<file path="src/rtl/cpu_pkg.sv">
// Shared CPU definitions: opcode/funct encodings and the fetch-stage state type.
package cpu_pkg;

    localparam logic [5:0] OP_RTYPE = 6'b000000;
    localparam logic [5:0] OP_J     = 6'b000010;
    localparam logic [5:0] OP_BEQ   = 6'b000100;
    localparam logic [5:0] OP_BNE   = 6'b000101;
    localparam logic [5:0] OP_SUBI  = 6'b001001;
    localparam logic [5:0] OP_SLTIU = 6'b001011;
    localparam logic [5:0] OP_ANDI  = 6'b001100;
    localparam logic [5:0] OP_XORI  = 6'b001110;
    localparam logic [5:0] OP_LUI   = 6'b001111;
    localparam logic [5:0] OP_LW    = 6'b100011;
    localparam logic [5:0] OP_SW    = 6'b101011;

    localparam logic [5:0] FUNCT_JR = 6'b001000;

    typedef enum logic [1:0] {
        FETCH = 2'd0,
        EXEC  = 2'd1,
        HALT  = 2'd2
    } fetch_state_e;

endpackage

</file>
<file path="src/rtl/next_pc_logic.sv">
// Combinational next-PC target select (JR > J > taken branch > sequential).
module next_pc_logic
    import cpu_pkg::*;
(
    input  logic [31:0] pc_plus4,
    input  logic [25:0] instr_low,
    input  logic        branch,
    input  logic        bne,
    input  logic        jump,
    input  logic        jump_reg_sel,
    input  logic        zero,
    input  logic [31:0] rs_data,
    output logic [31:0] next_pc,
    output logic        misaligned
);

    logic        is_jr;
    logic        take_branch;
    logic [31:0] branch_off;

    assign is_jr       = jump_reg_sel && (instr_low[5:0] == FUNCT_JR);
    assign take_branch = (branch && zero) || (bne && !zero);
    assign branch_off  = {{14{instr_low[15]}}, instr_low[15:0], 2'b00};

    always_comb begin
        next_pc = pc_plus4;
        if (is_jr) begin
            next_pc = rs_data;
        end else if (jump) begin
            next_pc = {pc_plus4[31:28], instr_low, 2'b00};
        end else if (take_branch) begin
            next_pc = pc_plus4 + branch_off;
        end
    end

    // Only the JR target comes from a register and can be misaligned.
    assign misaligned = (next_pc[1:0] != 2'b00);

endmodule

</file>
<file path="src/rtl/fetch_unit.sv">
// Instruction fetch and PC sequencing: req/ack fetch with timeout retry, hold until retire.
module fetch_unit
    import cpu_pkg::*;
#(
    parameter logic [31:0] RESET_PC    = 32'h0000_0000,
    parameter int          ACK_TIMEOUT = 16
) (
    input  logic        clk,
    input  logic        rst_n,
    output logic        imem_req,
    output logic [31:0] imem_addr,
    input  logic        imem_ack,
    input  logic [31:0] imem_rdata,
    output logic [31:0] instr,
    output logic        instr_valid,
    output logic [5:0]  opcode,
    output logic [31:0] pc,
    output logic [31:0] pc_plus4,
    input  logic        retire,
    input  logic        branch,
    input  logic        bne,
    input  logic        jump,
    input  logic        jump_reg_sel,
    input  logic        zero,
    input  logic [31:0] rs_data,
    output logic        fetch_err,
    output logic        addr_err
);

    localparam int CNT_W = $clog2(ACK_TIMEOUT + 1);
    localparam logic [CNT_W-1:0] CNT_LAST = CNT_W'(ACK_TIMEOUT - 1);

    fetch_state_e     state_q, state_d;
    logic [31:0]      pc_q, pc_d;
    logic [31:0]      instr_q, instr_d;
    logic             valid_q, valid_d;
    logic             req_q, req_d;
    logic [CNT_W-1:0] cnt_q, cnt_d;
    logic             fetch_err_q, fetch_err_d;
    logic             addr_err_q, addr_err_d;

    logic [31:0]      next_pc;
    logic             next_misaligned;

    assign pc_plus4 = pc_q + 32'd4;

    next_pc_logic u_next_pc (
        .pc_plus4     (pc_plus4),
        .instr_low    (instr_q[25:0]),
        .branch       (branch),
        .bne          (bne),
        .jump         (jump),
        .jump_reg_sel (jump_reg_sel),
        .zero         (zero),
        .rs_data      (rs_data),
        .next_pc      (next_pc),
        .misaligned   (next_misaligned)
    );

    always_comb begin
        state_d     = state_q;
        pc_d        = pc_q;
        instr_d     = instr_q;
        valid_d     = valid_q;
        req_d       = req_q;
        cnt_d       = cnt_q;
        fetch_err_d = fetch_err_q;
        addr_err_d  = addr_err_q;

        case (state_q)
            FETCH: begin
                // req is low only in the first cycle after reset; raise it then.
                if (!req_q) begin
                    req_d = 1'b1;
                end else if (imem_ack) begin
                    instr_d = imem_rdata;
                    req_d   = 1'b0;
                    valid_d = 1'b1;
                    cnt_d   = '0;
                    state_d = EXEC;
                end else if (cnt_q == CNT_LAST) begin
                    fetch_err_d = 1'b1;
                    cnt_d       = '0;
                end else begin
                    cnt_d = cnt_q + CNT_W'(1);
                end
            end
            EXEC: begin
                if (retire) begin
                    valid_d = 1'b0;
                    if (next_misaligned) begin
                        addr_err_d = 1'b1;
                        state_d    = HALT;
                    end else begin
                        pc_d    = next_pc;
                        req_d   = 1'b1;
                        state_d = FETCH;
                    end
                end
            end
            HALT: begin
                req_d   = 1'b0;
                valid_d = 1'b0;
            end
            default: begin
                req_d   = 1'b0;
                valid_d = 1'b0;
                state_d = HALT;
            end
        endcase
    end

    always_ff @(posedge clk) begin
        if (!rst_n) begin
            state_q     <= FETCH;
            pc_q        <= RESET_PC;
            instr_q     <= '0;
            valid_q     <= 1'b0;
            req_q       <= 1'b0;
            cnt_q       <= '0;
            fetch_err_q <= 1'b0;
            addr_err_q  <= 1'b0;
        end else begin
            state_q     <= state_d;
            pc_q        <= pc_d;
            instr_q     <= instr_d;
            valid_q     <= valid_d;
            req_q       <= req_d;
            cnt_q       <= cnt_d;
            fetch_err_q <= fetch_err_d;
            addr_err_q  <= addr_err_d;
        end
    end

    assign imem_req    = req_q;
    assign imem_addr   = pc_q;
    assign instr       = instr_q;
    assign instr_valid = valid_q;
    assign opcode      = instr_q[31:26];
    assign pc          = pc_q;
    assign fetch_err   = fetch_err_q;
    assign addr_err    = addr_err_q;

endmodule

</file>
<file path="config.mk">
export PLATFORM = sky130hd
export DESIGN_NAME = fetch_unit
export DESIGN_NICKNAME = d
export VERILOG_FILES = /design/src/rtl/cpu_pkg.sv /design/src/rtl/next_pc_logic.sv /design/src/rtl/fetch_unit.sv
export SDC_FILE = /design/constraint.sdc
export NUM_CORES = 1
export LEC_CHECK = 0
export ABC_AREA = 0
export BUFFER_PORTS_ARGS = -buffer_cell sky130_fd_sc_hd__buf_2
export CORE_MARGIN = 5
export CORE_UTILIZATION = 30
export CTS_CLUSTER_SIZE = 25
export DETAILED_ROUTE_END_ITERATION = 12
export GPL_TIMING_DRIVEN = 0
export SYNTH_ARGS = -nofsm -noshare
export SYNTH_HDL_FRONTEND = slang
export SYNTH_SLANG_ARGS = --single-unit
</file>
<file path="constraint.sdc">
create_clock -name clk -period 3.6 [get_ports clk]
set_input_delay 0.54 -clock clk [delete_from_list [all_inputs] [get_ports clk]]
set_output_delay 0.54 -clock clk [all_outputs]
set_load 0.005 [all_outputs]
</file>
==> reports/results.txt <==
Post-synth top cells -> 137 x nand2_1, 99 x a21oi_1, 75 x dfxtp_1
Leakage Power -> 3.819 nW
Post-synth EDFFs -> 0
final hold vios -> 0
Vias/cell -> 5.430
worst clock skew -> 0.01168 ns
Seq cells post-synth -> 75
post-route ant nets -> 0
total CTS buffers -> 9
share of cells above drive strength 1 -> 32.89%
Total Wirelength -> 26610 um
antenna cells -> 0
IO buf count -> 210
CP max FO -> 8
Synth area leaders -> dfxtp_1 24%, nand2_1 8.4%, a21oi_1 8.1%
WP data required -> 3.88 ns
Highest Clock Rate -> 288.7 MHz
net count after synthesis -> 950
Critical Path AT -> 3.74 ns
Worst-Skew Late Latency -> 0.35 ns
Area Overhead vs Synth -> 32.14%
clock buffer depth -> 2
max_cap viols -> 0
minimum clock period -> 3.464 ns
cell with the most instances after synthesis -> nand2_1
final count of pins violating max slew -> 0
number of remaining DRC errors -> 0
hpwl dp -> 20400 um
CTS tree -> done
worst IR drop on VDD -> 0.2175 mV
Reg clk slew, reported paths -> 0.07 ns
die height -> 153.0 um
Core ar. -> 20170 um^2
Cells after Synth -> 839
sequential cell area fraction in the yosys report -> 24.47%
1st-iter DRT viols -> 651
Final #Nets -> 1171
# fillers -> 2181
Ports -> 211
post-synth top area share -> 24.47%
total number of vias -> 7243
min-delay worst type -> in2reg
placer congestion estimate -> 0.9474
Mean Syn Cell Area -> 7.313 um^2
CTS root buf -> clkbuf_16
Yosys cell types -> 72
hold buffers post-CTS -> 0
worst-margin pin slew -> 1.179 ns
RSZ-0062 raised after global routing -> no
yosys warns -> 0
Total Routing Usage GR -> 21.56%
row count -> 52
Worst setup EP type -> register
Die Area -> 23410 um^2
GRT overflow -> 0
FF/Latch Area -> 1523 um^2
Most used DFF post-synth -> dfxtp_1
Initial Util -> 30.42%
antenna violations before repair -> 2
wire per inst -> 19.95 um
worst relative slew slack -> 21.31%
asr flop ratio synth -> 0%
area of the multi-input gates -> 4292 um^2
vias in the first global route -> 6683
Chip Width -> 153.0 um
DR pass1 iterations -> 5
Setup CP Type -> reg2reg
DP Area -> 7525 um^2
Clock Sinks -> 75
H-tree Lvls -> 3
Cell Area, Synth -> 6136 um^2
cell taking the most area after synthesis -> dfxtp_1
Final period util -> 96.23%
PwrDens -> 304.6 nW/um^2
first-pass GRT wire length -> 39850 um
largest net degree at the start of global routing -> 29
critical path launch point type -> register
Util after Layout -> 40.20%
fin area -> 8108 um^2
status -> finished clean
Final Setup Violations -> 0
[worst paths after layout]
kind                      start       endpoint  cells past startpoint  slack [ns]
hold reg to reg        cnt_q[4]       cnt_q[4]                      2        0.44
setup reg to reg   imem_addr[2]  imem_addr[31]                     13        0.14
hold / removal    imem_rdata[7]       instr[7]                      3        0.43
setup / recovery   imem_addr[2]  imem_addr[31]                     13        0.14
[critical path, stage by stage (launching register included)]
cell and delay, ns:
dfxtp_4 0.38, ha_2 0.20, and4_1 0.20, buf_4 0.16, nand4_1 0.18, nor2_4 0.21
nand2_1 0.11, xnor2_2 0.18, ha_2 0.42, nand4_1 0.19, or3_1 0.40, o221a_2 0.28
a221o_1 0.32, a21oi_1 0.16
[metal layers]
layer,track usage [%],routed length [um]
met1,28.60,11630
met4,7.213,650
met3,4.976,2183
met2,34.67,12120
met5,0,25
[area by class of cell]
cell class | count | area share [%]
Multi-Input combinational cell | 666 | 52.93
Sequential cell | 75 | 18.78
Timing Repair Buffer | 217 | 13.61
Buffer | 80 | 5.910
Tap cell | 270 | 4.167
Clock buffer | 10 | 2.824
Clock inverter | 5 | 1.265
Inverter | 11 | 0.5093
[per-stage QoR]
stage	setup WS, ns	std cells	TNS, ns	total power, mW	hold WS, ns
detailed placement	-0.3715	1319	-2.627	1.409	0.4320
global route	0.0002736	1334	0	2.565	0.4334
global placement	-0.3655	1319	-2.225	1.408	0.4274
CTS	0.005773	1332	0	2.475	0.4183
floorplan	0.3586	839	0	1.195	0.4124
finish	0.1358	1334	0	2.470	0.4294
[timing repair]
item | in CTS | in global routing
pin swaps | 3 | 6
cloned | 0 | 0
buffers inserted | 2 | 5
hold endpoints to repair | 0 | 0
resized for setup | 25 | 42
endpoints found under the setup margin | 12 | 21
[kinds of logic (layout without fill, tap and decap cells)]
kind of cell             count (synthesis)  count (layout)  synth area share [%]
AND/OR/NAND/NOR                        320             320                 24.80
AO/OA/AOI/OAI                          256             256                 26.08
adder cells (fa/ha/maj)                 38              38                 7.871
XOR/XNOR                                43              43                 6.444
multiplexers                             9               9                 1.489
flip-flops                              75              75                 24.47
buffers and inverters                   98             323                 8.850
[layout by cell type, fill, tap and decap left out, types with 11 or more instances in the layout]
cell      count
xnor2_1      20
xnor2_2      12
nand4_1      25
clkbuf_1     29
nor3_1       12
dfxtp_2      11
buf_4        48
dfxtp_1      62
a21oi_1      94
nand2_1     137
o21ai_0      41
buf_2       217
ha_1         31
or3_1        13
a211oi_1     12
nor2_1       52
o211ai_1     18
nand3_1      31
[power breakdown]
group | switching, mW | internal, mW
logic | 0.286 | 0.205
clock network | 0.385 | 0.673
registers | 0.0577 | 0.863
total | 0.729 | 1.74
[sequential cells by signal, summed over array words and instances (netlist names)]
signal	cells
addr_err	1
cnt_q	5
fetch_err	1
imem_addr	32
imem_req	1
instr	32
instr_valid	1
state_q	2
Power figures use the tool's default switching activity.
